**src/rtl/pcnn_mc_if.sv**
```systemverilog
// pcnn_mc_if: handshake/data bundle between a stream source and pcnn_mc.
// Carries go/relu, filter and pixel streams, and the result handshake.
interface pcnn_mc_if #(
  parameter int DW = 8,
  parameter int FW = 9,
  parameter int OW = 20
);
  logic          go;
  logic          relu;
  logic [FW-1:0] f;
  logic          f_valid;
  logic [DW-1:0] a;
  logic          a_valid;
  logic          out_ready;
  logic [OW-1:0] out;
  logic          out_valid;
  logic          busy;
  logic          done;

  modport master (
    output go, relu, f, f_valid, a, a_valid, out_ready,
    input  out, out_valid, busy, done
  );

  modport slave (
    input  go, relu, f, f_valid, a, a_valid, out_ready,
    output out, out_valid, busy, done
  );
endinterface

```
**src/rtl/pcnn_mc.sv**
```systemverilog
// pcnn_mc: multi-channel 2D convolution, one MAC per cycle, zero padding.
// Ports: clk, reset (async, active-low), bus (pcnn_mc_if slave).
module pcnn_mc #(
  parameter int A_SIZE = 6,
  parameter int F_SIZE = 3,
  parameter int STRIDE = 1,
  parameter int ZP     = 0,
  parameter int CH     = 2,
  parameter int DW     = 8,
  parameter int FW     = 9,
  parameter int OW     = 20
) (
  input  logic      clk,
  input  logic      reset,
  pcnn_mc_if.slave  bus
);

  localparam int NT   = CH * F_SIZE * F_SIZE;
  localparam int NA   = CH * A_SIZE * A_SIZE;
  localparam int NL   = (NA > NT) ? NA : NT;
  localparam int OS   = (A_SIZE + 2 * ZP - F_SIZE) / STRIDE + 1;
  localparam int PW   = DW + 1 + FW;
  localparam int ACCW = DW + FW + $clog2(NT) + 1;
  localparam int XW   = ((ACCW > OW) ? ACCW : OW) + 1;
  localparam int LW   = $clog2(NL + 1);
  localparam int CW   = $clog2(CH + 1);
  localparam int KW   = $clog2(F_SIZE + 1);
  localparam int QW   = $clog2(OS + 1);
  localparam int FAW  = (NT > 1) ? $clog2(NT) : 1;
  localparam int AAW  = (NA > 1) ? $clog2(NA) : 1;

  localparam logic signed [XW-1:0] SMAX =
    {{(XW - OW + 1){1'b0}}, {(OW - 1){1'b1}}};
  localparam logic signed [XW-1:0] SMIN =
    {{(XW - OW + 1){1'b1}}, {(OW - 1){1'b0}}};

  typedef enum logic [2:0] {
    IDLE, LOADF, LOADA, MAC, EMIT, DONE
  } state_t;

  state_t st;

  logic [FW-1:0] fbuf [2**FAW];
  logic [DW-1:0] abuf [2**AAW];

  logic [LW-1:0] ld;
  logic [CW-1:0] cc;
  logic [KW-1:0] fi;
  logic [KW-1:0] fj;
  logic [QW-1:0] orow;
  logic [QW-1:0] ocol;
  logic          fin;
  logic          relu_r;
  logic signed [ACCW-1:0] acc;
  logic [OW-1:0] out_q;
  logic          out_valid_q;
  logic          busy_q;
  logic          done_q;

  assign bus.out       = out_q;
  assign bus.out_valid = out_valid_q;
  assign bus.busy      = busy_q;
  assign bus.done      = done_q;

  // Buffers hold their contents across runs; every run reloads them.
  always_ff @(posedge clk) begin
    if (st == LOADF && bus.f_valid)
      fbuf[ld[FAW-1:0]] <= bus.f;
    if (st == LOADA && bus.a_valid)
      abuf[ld[AAW-1:0]] <= bus.a;
  end

  int r;
  int q;
  logic pad;
  logic [FAW-1:0] fa;
  logic [AAW-1:0] aa;
  logic [FW-1:0] coef;
  logic [DW-1:0] pix;
  logic signed [PW-1:0] prod;
  logic first;
  logic last_tap;
  logic last_pos;
  logic signed [ACCW-1:0] acc_nx;
  logic signed [XW-1:0] sx;
  logic [OW-1:0] ov;

  // Tap address: coordinates in the unpadded image; off-image taps read 0.
  always_comb begin
    r = int'(orow) * STRIDE + int'(fi) - ZP;
    q = int'(ocol) * STRIDE + int'(fj) - ZP;
    pad = (r < 0) || (r >= A_SIZE) || (q < 0) || (q >= A_SIZE);
    fa = FAW'(int'(cc) * F_SIZE * F_SIZE
       + int'(fi) * F_SIZE + int'(fj));
    aa = '0;
    if (!pad)
      aa = AAW'(int'(cc) * A_SIZE * A_SIZE
         + r * A_SIZE + q);
    coef = fbuf[fa];
    pix = pad ? '0 : abuf[aa];
    prod = $signed({1'b0, pix}) * $signed(coef);
    first = (cc == '0) && (fi == '0) && (fj == '0);
    last_tap = (cc == CW'(CH - 1))
      && (fi == KW'(F_SIZE - 1))
      && (fj == KW'(F_SIZE - 1));
    last_pos = (orow == QW'(OS - 1))
      && (ocol == QW'(OS - 1));
    acc_nx = (first ? '0 : acc) + ACCW'(prod);
  end

  // Relu clamp first, then saturate into the signed output range.
  always_comb begin
    sx = XW'(acc);
    if (relu_r && acc[ACCW-1])
      sx = '0;
    if (sx > SMAX)
      ov = OW'(SMAX);
    else if (sx < SMIN)
      ov = OW'(SMIN);
    else
      ov = OW'(sx);
  end

  always_ff @(posedge clk or negedge reset) begin
    if (!reset) begin
      st          <= IDLE;
      ld          <= '0;
      cc          <= '0;
      fi          <= '0;
      fj          <= '0;
      orow        <= '0;
      ocol        <= '0;
      fin         <= 1'b0;
      relu_r      <= 1'b0;
      acc         <= '0;
      out_q       <= '0;
      out_valid_q <= 1'b0;
      busy_q      <= 1'b0;
      done_q      <= 1'b0;
    end else begin
      unique case (st)
        IDLE: begin
          if (bus.go) begin
            st     <= LOADF;
            busy_q <= 1'b1;
            ld     <= '0;
            relu_r <= bus.relu;
          end
        end
        LOADF: begin
          if (bus.f_valid) begin
            if (ld == LW'(NT - 1)) begin
              ld <= '0;
              st <= LOADA;
            end else begin
              ld <= ld + 1'b1;
            end
          end
        end
        LOADA: begin
          if (bus.a_valid) begin
            if (ld == LW'(NA - 1)) begin
              ld   <= '0;
              cc   <= '0;
              fi   <= '0;
              fj   <= '0;
              orow <= '0;
              ocol <= '0;
              fin  <= 1'b0;
              st   <= MAC;
            end else begin
              ld <= ld + 1'b1;
            end
          end
        end
        MAC: begin
          // N product cycles, then one cycle to register the result.
          if (!fin) begin
            acc <= acc_nx;
            if (fj == KW'(F_SIZE - 1)) begin
              fj <= '0;
              if (fi == KW'(F_SIZE - 1)) begin
                fi <= '0;
                cc <= last_tap ? '0 : cc + 1'b1;
              end else begin
                fi <= fi + 1'b1;
              end
            end else begin
              fj <= fj + 1'b1;
            end
            if (last_tap)
              fin <= 1'b1;
          end else begin
            fin         <= 1'b0;
            out_q       <= ov;
            out_valid_q <= 1'b1;
            st          <= EMIT;
          end
        end
        EMIT: begin
          if (bus.out_ready) begin
            out_valid_q <= 1'b0;
            if (last_pos) begin
              st     <= DONE;
              done_q <= 1'b1;
            end else begin
              st <= MAC;
              if (ocol == QW'(OS - 1)) begin
                ocol <= '0;
                orow <= orow + 1'b1;
              end else begin
                ocol <= ocol + 1'b1;
              end
            end
          end
        end
        DONE: begin
          done_q <= 1'b0;
          busy_q <= 1'b0;
          st     <= IDLE;
        end
        default: st <= IDLE;
      endcase
    end
  end

endmodule

```
**src/flat_wrapper.sv**
```systemverilog
// flat-port wrapper written by rule: the top's interface ports become plain ports
module pcnn_mc_flat 
#(
  parameter int A_SIZE = 6,
  parameter int F_SIZE = 3,
  parameter int STRIDE = 1,
  parameter int ZP     = 0,
  parameter int CH     = 2,
  parameter int DW     = 8,
  parameter int FW     = 9,
  parameter int OW     = 20
)
  (clk, reset, bus_go, bus_relu, bus_f, bus_f_valid, bus_a, bus_a_valid, bus_out_ready, bus_out, bus_out_valid, bus_busy, bus_done);
  pcnn_mc_if #(.DW(DW), .FW(FW), .OW(OW)) bus_i ();
  input  logic clk;
  input  logic reset;
  input wire logic [$bits(bus_i.go)-1:0] bus_go;
  input wire logic [$bits(bus_i.relu)-1:0] bus_relu;
  input wire logic [$bits(bus_i.f)-1:0] bus_f;
  input wire logic [$bits(bus_i.f_valid)-1:0] bus_f_valid;
  input wire logic [$bits(bus_i.a)-1:0] bus_a;
  input wire logic [$bits(bus_i.a_valid)-1:0] bus_a_valid;
  input wire logic [$bits(bus_i.out_ready)-1:0] bus_out_ready;
  output wire logic [$bits(bus_i.out)-1:0] bus_out;
  output wire logic [$bits(bus_i.out_valid)-1:0] bus_out_valid;
  output wire logic [$bits(bus_i.busy)-1:0] bus_busy;
  output wire logic [$bits(bus_i.done)-1:0] bus_done;
  assign bus_i.go = bus_go;
  assign bus_i.relu = bus_relu;
  assign bus_i.f = bus_f;
  assign bus_i.f_valid = bus_f_valid;
  assign bus_i.a = bus_a;
  assign bus_i.a_valid = bus_a_valid;
  assign bus_i.out_ready = bus_out_ready;
  assign bus_out = bus_i.out;
  assign bus_out_valid = bus_i.out_valid;
  assign bus_busy = bus_i.busy;
  assign bus_done = bus_i.done;
  pcnn_mc #(.A_SIZE(A_SIZE), .F_SIZE(F_SIZE), .STRIDE(STRIDE), .ZP(ZP), .CH(CH), .DW(DW), .FW(FW), .OW(OW)) u_core (.clk(clk), .reset(reset), .bus(bus_i));
endmodule
```
**config.mk**
```make
export PLATFORM = sky130hd
export DESIGN_NAME = pcnn_mc_flat
export DESIGN_NICKNAME = d
export VERILOG_FILES = /design/src/rtl/pcnn_mc_if.sv /design/src/rtl/pcnn_mc.sv /design/src/flat_wrapper.sv
export SDC_FILE = /design/constraint.sdc
export NUM_CORES = 2
export LEC_CHECK = 0
export BUFFER_PORTS_ARGS = -buffer_cell sky130_fd_sc_hd__buf_4
export CORE_MARGIN = 1.5
export CORE_UTILIZATION = 40
export CTS_CLUSTER_DIAMETER = 200
export DETAILED_ROUTE_END_ITERATION = 10
export PLACE_DENSITY = 0.59
export REMOVE_ABC_BUFFERS = 1
export SLEW_MARGIN = 10
export SYNTH_ARGS = -nofsm -noshare
export SYNTH_HDL_FRONTEND = slang
export SYNTH_SLANG_ARGS = --single-unit
export TNS_END_PERCENT = 1
```
**constraint.sdc**
```tcl
create_clock -name clk -period 18 [get_ports clk]
set_clock_uncertainty 0.1 [all_clocks]
set_input_delay 3.6 -clock clk [delete_from_list [all_inputs] [get_ports clk]]
set_output_delay 3.6 -clock clk [all_outputs]
set_load 0.01 [all_outputs]
```
==> impl_metrics.toml <==
[drt]
antenna_left = 0
first_iter_violations = 4200
drt-pass1-iter-count = 6
routed_wl_um = 171000
vias = 35600
drc = 0
wl_per_cell_um = 28.5
viasPerCell = 5.93

[clock_network]
cts_setup_buffers = 0
clkTransAtPathRegs_ns = 0.06
cts_tree = "done"
cts_resized = 0
cts_root_buffer = "clkbuf_16"
cts_num_sinks = 1382
ctsHtreeMaxLevel = 4
hold_buffers = 0
numCtsBuffers = 144
clock_path_buffers = 3
clk_latency_ns = 0.81

[floorplanning]
die_h_um = 388
start_util_pct = 40.5
rows = 140
io_pins = 47
die-area_um2 = 150000
coreArea_um2 = 146000
die_w_um = 388

[global_routing]
overflow = 0
grt_max_degree = 107
grt_pass1_vias = 35100
grt_usage_pct = 22.5
grt_pass1_wl_um = 247000
antenna_found_initial = 2

[setup_path]
r2r_cells = 44
cp_slowest_cell = "a221oi_1"
worstPathMaxFanout = 50
crit_type = "flop to flop"
rrSetupSlack_ns = 3.86
crit_arrival_ns = 14.76
critPathMaxStageDelay_ns = 0.89
worstPathRequired_ns = 18.61
startpoint_type = "flop"
worstReg2RegStart = "u_core.fi[0]"
worstSetupEndpointType = "flop"
r2r-end = "u_core.acc[22]"

[sta]
rsz0062_at_grt = "no"
period_minus_slack_ns = 14.14
slew_violations = 0
finalSetupViolations = 0
period_share_pct = 78.6
relSlewSlack_pct = 15.7
max_freq_mhz = 70.7
finalHoldViolations = 0
hold_ws_ns = 0.402
max_slew.worst_pin.slew_ns = 1.26
tns_ns = 0

[hold_path]
min-delay-start = "u_core.bus.out_valid"
min_delay_path_depth = 1
hold_path_class = "flop to flop"
min_to = "u_core.bus.out_valid"

[logic_synthesis]
synth_top_area_share_pct = 66.6
syn_area_um2 = 59200
synthTopCellsByCount = "edfxtp_1, nor2_1, nand2_1, a21oi_1, mux2i_1"
synth_edf_count = 1312
avgSynthCellArea_um2 = 15.2
yosysWarnings = 0
synth_ff_type = "edfxtp_1"
seq_area_frac_synth_pct = 69.5
synth_top_area_cell = "edfxtp_1"
ys_top_cells_by_area = "edfxtp_1, mux4_2, dfrtp_1"
syn_inst = 3906
synth_most_common_cell = "edfxtp_1"
synthArstFlopShare_pct = 5.07
synth_cell_types = 86
synth_seq_cells = 1382

[cells_and_area]
nets = 4160
drive_gt1_share_pct = 12.8
finalInstanceArea_um2 = 66600
utilization_pct = 45.5
fill_cells = 12600
diodes = 0
areaGrowthSynthToFinish_pct = 12.4

[place]
dp_hpwl_um = 105000
gp_congestion = 0.926
post_dp_cell_area_um2 = 61800
io_buffer_count = 46

[status]
outcome = "complete, no violations"

[flow_run]
cap_viol_max_count = 0
sequential cells by signal, indices dropped and copies added, names as in the netlist, 3 cells and up:
name,count
u_core.abuf,1024
u_core.fbuf,288
u_core.acc,23
u_core.bus.out,20
u_core.ld,7
u_core.ocol,3
u_core.orow,3
u_core.st,3
worst max path at each step:
stage,cells after the start,slack [ns],to,from
final,44,3.86,u_core.acc[22],u_core.fi[0]
after global routing,47,3.26,u_core.acc[22],u_core.fi[0]
after CTS,44,4.06,u_core.acc[22],u_core.fi[0]
after detailed placement,44,4.09,u_core.acc[22],u_core.fi[0]
after global placement,43,4.13,u_core.acc[22],u_core.fi[0]
after floorplan,41,1.33,u_core.acc[22],u_core.fi[0]
cell families (layout without fill, tap and decap cells):
logic type | count (synthesis) | after routing | share of synthesized area [%]
flip-flops | 1382 | 1382 | 69.5
AND/OR/NAND/NOR | 901 | 901 | 6.81
AO/OA/AOI/OAI | 774 | 774 | 8.96
buffers and inverters | 321 | 501 | 2.29
multiplexers | 315 | 315 | 7.50
adder cells (fa/ha/maj) | 167 | 167 | 4.20
XOR/XNOR | 46 | 46 | 0.717
per-stage QoR:
step / instances / worst slack (ns)
5_1_grt: 6003 / 3.26
4_1_cts: 6003 / 4.06
3_5_place_dp: 5740 / 4.09
2_1_floorplan: 3692 / 1.33
3_3_place_gp: 5740 / 4.13
6_report: 6003 / 3.86
layout by cell type, fill, tap and decap left out, types with 21 or more instances in the layout:
cell type	count
edfxtp_1	1312
nor2_1	327
nand2_1	289
a21oi_1	170
mux2i_1	162
clkbuf_16	144
o21ai_0	131
buf_4	130
ha_1	112
inv_1	105
mux4_2	97
a221oi_1	76
dfrtp_1	70
nand3_1	56
nor2b_1	52
fa_1	51
a211oi_1	50
o221ai_1	47
mux2_2	46
o22ai_1	41
o211ai_1	39
clkbuf_1	37
a31oi_1	32
nor3_1	30
xnor2_1	27
a21o_1	23
a22oi_1	23
nand2b_1	22
and3_1	21
cell type report:
cell class	instances	area, µm²	area share (%)
sequential	1382	41100	61.8
multi-input combinational	2203	16800	25.3
clock buffer	193	3910	5.87
tap	1917	2400	3.60
timing repair buffer	131	996	1.50
clock inverter	70	862	1.30
inverter	107	403	0.605
metal layers:
metal	global-route usage (%)	wire, µm
met5	0.702	149
met4	8.46	6330
met3	5.13	15900
met2	35.3	79100
met1	30.4	69300
worst max-delay path: cells and delay by family (launching register included):
kind	cells	cell delay [ns]
XOR/XNOR	2	0.73
AO/OA/AOI/OAI	14	4.03
buffers and inverters	10	1.78
AND/OR/NAND/NOR	5	1.07
multiplexers	1	0.36
flip-flops	1	0.47
adder cells (fa/ha/maj)	12	5.43
Power is not shown: default switching activity piles up to over one toggle a cycle in this logic, so the estimate is an artifact.
